`src/rtl/inst_fetch_unit.sv`:
```
// Instruction fetch stage: owns the fetch PC, issues single-outstanding imem requests and
// buffers returned words in a prefetch FIFO for decode. Optional counters: IFU_PERF_CNT_EN.
module inst_fetch_unit #(
    parameter logic [31:0] RESET_PC   = 32'h0000_0000,
    parameter int unsigned FIFO_DEPTH = 4
) (
    input  logic        clk,
    input  logic        rst,
    input  logic        halt,
    input  logic        redirect_valid,
    input  logic [31:0] redirect_pc,
    output logic        imem_req,
    output logic [31:0] imem_addr,
    input  logic        imem_ack,
    input  logic [31:0] imem_rdata,
    output logic        inst_valid,
    output logic [31:0] inst_data,
    output logic [31:0] inst_pc,
    input  logic        inst_ready
`ifdef IFU_PERF_CNT_EN
    ,
    output logic [31:0] perf_fetch_cnt,
    output logic [15:0] perf_discard_cnt
`endif
);

    localparam int unsigned     IdxW   = $clog2(FIFO_DEPTH);
    localparam int unsigned     PtrW   = IdxW + 1;
    localparam logic [PtrW-1:0] PtrOne = PtrW'(1);
    localparam logic [PtrW-1:0] DepthP = PtrW'(FIFO_DEPTH);

    typedef enum logic [1:0] {StIdle, StReq, StDiscard} state_e;

    state_e          state_q, state_d;
    logic            req_q, req_d;
    logic [31:0]     addr_q, addr_d;
    logic [31:0]     fetch_pc_q, fetch_pc_d;
    logic [PtrW-1:0] wr_ptr_q, wr_ptr_d;
    logic [PtrW-1:0] rd_ptr_q, rd_ptr_d;
    logic [31:0]     data_mem_q [FIFO_DEPTH];
    logic [31:0]     pc_mem_q   [FIFO_DEPTH];
    logic [PtrW-1:0] occupancy;
    logic [31:0]     pc_inc;
    logic            push, pop, drop;
    logic            unused_redirect_lsb;

    assign occupancy           = wr_ptr_q - rd_ptr_q;
    assign pc_inc              = fetch_pc_q + 32'd4;
    assign unused_redirect_lsb = ^redirect_pc[1:0];

    assign imem_req   = req_q;
    assign imem_addr  = addr_q;
    assign inst_valid = (wr_ptr_q != rd_ptr_q);
    assign inst_data  = data_mem_q[rd_ptr_q[IdxW-1:0]];
    assign inst_pc    = pc_mem_q[rd_ptr_q[IdxW-1:0]];

    always_comb begin
        state_d    = state_q;
        req_d      = req_q;
        addr_d     = addr_q;
        fetch_pc_d = fetch_pc_q;
        wr_ptr_d   = wr_ptr_q;
        rd_ptr_d   = rd_ptr_q;
        push       = 1'b0;
        drop       = 1'b0;
        pop        = inst_valid && inst_ready && !halt;
        if (pop) begin
            rd_ptr_d = rd_ptr_q + PtrOne;
        end
        case (state_q)
            StIdle: begin
                if (!redirect_valid && !halt && occupancy < DepthP) begin
                    state_d = StReq;
                    req_d   = 1'b1;
                    addr_d  = fetch_pc_q;
                end
            end
            StReq: begin
                if (imem_ack) begin
                    if (redirect_valid) begin
                        drop    = 1'b1;
                        state_d = StIdle;
                        req_d   = 1'b0;
                    end else begin
                        push       = 1'b1;
                        wr_ptr_d   = wr_ptr_q + PtrOne;
                        fetch_pc_d = pc_inc;
                        // Space is judged after this cycle's push and pop: zero-bubble streaming.
                        if (!halt && (wr_ptr_d - rd_ptr_d) < DepthP) begin
                            addr_d = pc_inc;
                        end else begin
                            state_d = StIdle;
                            req_d   = 1'b0;
                        end
                    end
                end else if (redirect_valid) begin
                    state_d = StDiscard;
                end
            end
            StDiscard: begin
                if (imem_ack) begin
                    drop    = 1'b1;
                    state_d = StIdle;
                    req_d   = 1'b0;
                end
            end
            default: begin
                state_d = StIdle;
                req_d   = 1'b0;
            end
        endcase
        if (redirect_valid) begin
            fetch_pc_d = {redirect_pc[31:2], 2'b00};
            wr_ptr_d   = wr_ptr_q;
            rd_ptr_d   = wr_ptr_q;
        end
    end

    always_ff @(posedge clk or posedge rst) begin
        if (rst) begin
            state_q    <= StIdle;
            req_q      <= 1'b0;
            addr_q     <= RESET_PC;
            fetch_pc_q <= RESET_PC;
            wr_ptr_q   <= '0;
            rd_ptr_q   <= '0;
        end else begin
            state_q    <= state_d;
            req_q      <= req_d;
            addr_q     <= addr_d;
            fetch_pc_q <= fetch_pc_d;
            wr_ptr_q   <= wr_ptr_d;
            rd_ptr_q   <= rd_ptr_d;
        end
    end

    always_ff @(posedge clk or posedge rst) begin
        if (rst) begin
            data_mem_q <= '{default: '0};
            pc_mem_q   <= '{default: '0};
        end else if (push) begin
            data_mem_q[wr_ptr_q[IdxW-1:0]] <= imem_rdata;
            pc_mem_q[wr_ptr_q[IdxW-1:0]]   <= fetch_pc_q;
        end
    end

`ifdef IFU_PERF_CNT_EN
    logic [31:0] fetch_cnt_q;
    logic [15:0] discard_cnt_q;

    always_ff @(posedge clk or posedge rst) begin
        if (rst) begin
            fetch_cnt_q   <= '0;
            discard_cnt_q <= '0;
        end else begin
            if (push && fetch_cnt_q != '1) begin
                fetch_cnt_q <= fetch_cnt_q + 32'd1;
            end
            if (drop && discard_cnt_q != '1) begin
                discard_cnt_q <= discard_cnt_q + 16'd1;
            end
        end
    end

    assign perf_fetch_cnt   = fetch_cnt_q;
    assign perf_discard_cnt = discard_cnt_q;
`else
    logic unused_drop;
    assign unused_drop = drop;
`endif

endmodule
```
`config.mk`:
```
export PLATFORM = sky130hd
export DESIGN_NAME = inst_fetch_unit
export DESIGN_NICKNAME = d
export VERILOG_FILES = /design/src/rtl/inst_fetch_unit.sv
export SDC_FILE = /design/constraint.sdc
export NUM_CORES = 1
export LEC_CHECK = 0
export CAP_MARGIN = 20
export CELL_PAD_IN_SITES_DETAIL_PLACEMENT = 1
export CELL_PAD_IN_SITES_GLOBAL_PLACEMENT = 2
export CORE_ASPECT_RATIO = 0.75
export CORE_MARGIN = 4
export CORE_UTILIZATION = 30
export DETAILED_ROUTE_END_ITERATION = 6
export PLACE_DENSITY_LB_ADDON = 0.1
export REMOVE_ABC_BUFFERS = 1
export SLEW_MARGIN = 15
export SYNTH_ARGS = -nofsm -noshare
export SYNTH_HDL_FRONTEND = slang
export SYNTH_SLANG_ARGS = --single-unit
```
`constraint.sdc`:
```
create_clock -name clk -period 28.8 [get_ports clk]
set_input_delay 5.76 -clock clk [delete_from_list [all_inputs] [get_ports clk]]
set_output_delay 5.76 -clock clk [all_outputs]
set_load 0.01 [all_outputs]
```
==> metrics <==
status complete, no violations; worst hold path class reg2reg; final setup vio count 0; number of detailed-routing iterations run before antenna repair 4; Cell Int Power between 1 and 1.5 mW; distinct cell type count after synthesis 51; total global routing overflow 0; most frequent standard cell in the layout excluding fill and tap cells sky130_fd_sc_hd__dfrtp_1; gpl congestion ~0.7; Via Count roughly 10000; layout cell share with drive strength beyond 1 between 20% and 30%; cell accounting for the most synthesized area sky130_fd_sc_hd__dfrtp_1; Total Wirelength between 40 and 50 mm; post-CTS clock slew at the launch and capture registers of the worst setup and hold paths 60 ps; average wire per standard cell 22.7 um; final worst clock skew approximately 20 ps; net count of the finished layout about 1400; max-capacitance violation count 0; largest net degree at the start of global routing approximately 130; number of warning messages in the yosys log 0; root buffer cell sky130_fd_sc_hd__clkbuf_16; worst slew margin relative to its limit roughly 27%; cts bufs inserted 37; number of synthesized flops with an enable pin 0; RSZ-0062 raised after global routing no; top area cells in the synthesized netlist sky130_fd_sc_hd__dfrtp_1 (51%), sky130_fd_sc_hd__mux2_2 (16%), sky130_fd_sc_hd__mux4_2 (9.0%); initial antenna violation count 0; post_cts resized 0; Worst VDD drop between 0.08 and 0.09 mV; share of power burned in the clock network around 23%; y dimension of the die slightly above 200 um; sequential fraction of design power a little over a third; Core Area just over 50000 sq um; Setup Total Neg Slack 0 ps; hold-fix buffer count after cts 0; first-iteration detailed-routing DRC count 387; summed instance area of the synthesized netlist 15500 sq um; most used cells in the layout excluding fill and tap cells sky130_fd_sc_hd__dfrtp_1 (315), sky130_fd_sc_hd__mux2_2 (213), sky130_fd_sc_hd__clkdlybuf4s50_1 (160); power share of the combinational group 41.8%; data required time of the critical path between 20000 and 25000 ps; placed inst area 17600 sq um; Post-route DRC 0; share of synthesized area occupied by flip-flops and latches between 50% and 60%; synthesized instance count roughly 1200; critical-path maximum fanout a little over 40; portion of the clock cycle consumed by the worst path in the final layout 31.9%; static leakage ~8.2 nW; pre-CTS setup slack around 19000 ps; worst-case setup margin in the final layout between 15000 and 20000 ps; power density normalized to cell area between 100 and 150 nW/um^2; critical path startpoint category register; Hold Vio Cnt, Final 0; area share of the largest cell type after synthesis 51.3%; clock latency on the worst-skew pair around 530 ps; post-CTS setup buffers 0; share of synthesized registers carrying an async set or reset between 90% and 100%; Crit path arrival time 3440 ps; I/O Pins between 150 and 200; placed wire-length estimate 28.4 mm; gr usage total between 15 and 20%; post-synthesis sequential element count approximately 320; final hold slack between 400 and 500 ps; IO Port Bufs 161; net load switching power slightly below 0.7 mW; wire length of the first global-routing pass 71.3 mm; post-synthesis average cell area 12.6 sq um; number of global-route vias before repair approximately 11000; Initial Util about 30%; transition time of the tightest slew-check pin 1090 ps; number of H-tree branching levels 2; minimum clock period after layout around 9000 ps; final standard cell area without fillers 18800 sq um; sort of element at the end of the critical path primary output; Synth Flop Type sky130_fd_sc_hd__dfrtp_1; TritonCTS clock tree yes; ratio of routed vias to standard cells approximately 5.1; # rows 71; area growth from synthesis to final layout 21.2%; maximum achievable frequency roughly 0.11 GHz; number of clock sinks seen by CTS 317; horizontal extent of the die 270 um; net switching share of the total power between 30% and 40%; worst-case clock buffer depth 3; number of routed nets with antenna violations 0; max-slew violations 0; count of inserted antenna diode cells 0; Die Outline Area around 55000 sq um; Worst Path Class, Setup reg2out
-- metal layers --
metal,routed length [um],GRT usage (%)
met5,0,0
met4,790,3.08
met3,2180,3.13
met2,21000,26.6
met1,21900,23.7
-- flip-flops by register name, indices dropped and copies added (netlist names) --
name        count
rd_ptr_q        3
wr_ptr_q        3
imem_addr      30
pc_mem_q      120
fetch_pc_q     30
imem_req        1
data_mem_q    128
state_q         2
-- worst paths after layout --
| kind | start | endpoint | slack [ps] | cells past startpoint |
|---|---|---|---|---|
| worst max-delay path | rd_ptr_q[0] | inst_pc[6] | 19600 | 3 |
| worst min-delay path | pc_mem_q[102] | pc_mem_q[102] | 480 | 2 |
| worst max register to register | rd_ptr_q[1] | imem_addr[15] | 23990 | 13 |
| worst min register to register | pc_mem_q[102] | pc_mem_q[102] | 480 | 2 |
| max in group asynchronous | rst | pc_mem_q[105] | 20640 | 4 |
| min in group asynchronous | rst | data_mem_q[2] | 5850 | 2 |
-- synth_stat cells (all sizes together) (2+ instances only) --
cell and count:
a211oi 3, a21oi 13, a221oi 6, a31oi 3
and2 5, and3 28, and4 5, buf 54
clkbuf 56, dfrtp 317, ha 9, inv 10
mux2 244, mux2i 4, mux4 62, nand2 102
nand3 56, nand4 11, nor2 22, nor2b 4
nor3 22, nor4 12, o211ai 10, o21a 2
o21ai 70, o311ai 3, o31a 9, o31ai 2
or2 2, or3 13, xnor2 37, xor2 19
-- per-stage QoR --
step	utilization, %	total power, mW	instances
after global routing	37.1	2.09	2016
final	37.1	1.96	2016
after CTS	37.1	2.00	2016
after floorplan	-	1.18	1119
after detailed placement	34.9	1.53	1955
after global placement	34.8	1.51	1954
-- cell families after synthesis --
group	share of synthesized area [%]
DFF	51.3
muxes	27.0
and+or+nand+nor	9.18
AOI/OAI and AO/OA	5.01
buffers and inverters	3.43
xor gates and xnor gates	3.32
adders and majority gates	0.728
other	0.0242
-- critical path, cell delays in order, from the launching register on --
cell                              delay (ps)
sky130_fd_sc_hd__dfrtp_4                 850
sky130_fd_sc_hd__buf_4                   850
sky130_fd_sc_hd__mux4_2                  650
sky130_fd_sc_hd__clkdlybuf4s50_1         510
-- layout make-up --
cell class                 count  area, sq um
timing repair buffer         179         1740
fill                        5311        31800
clock inverter                 8         72.6
multi-input combinational    792         7070
clock buffer                  53         1070
sequential                   317         7940
inverter                      10         45.0
tap                          657          822
-- power groups by stage --
| stage | sequential (mW) | clock [mW] | combinational [mW] |
|---|---|---|---|
| floorplan | 0.682 | 0 | 0.499 |
| global placement | 0.692 | 0 | 0.821 |
| detailed placement | 0.697 | 0 | 0.836 |
| CTS | 0.691 | 0.474 | 0.839 |
| global route | 0.709 | 0.490 | 0.895 |
| finish | 0.688 | 0.455 | 0.820 |
Power figures use the tool's default switching activity.
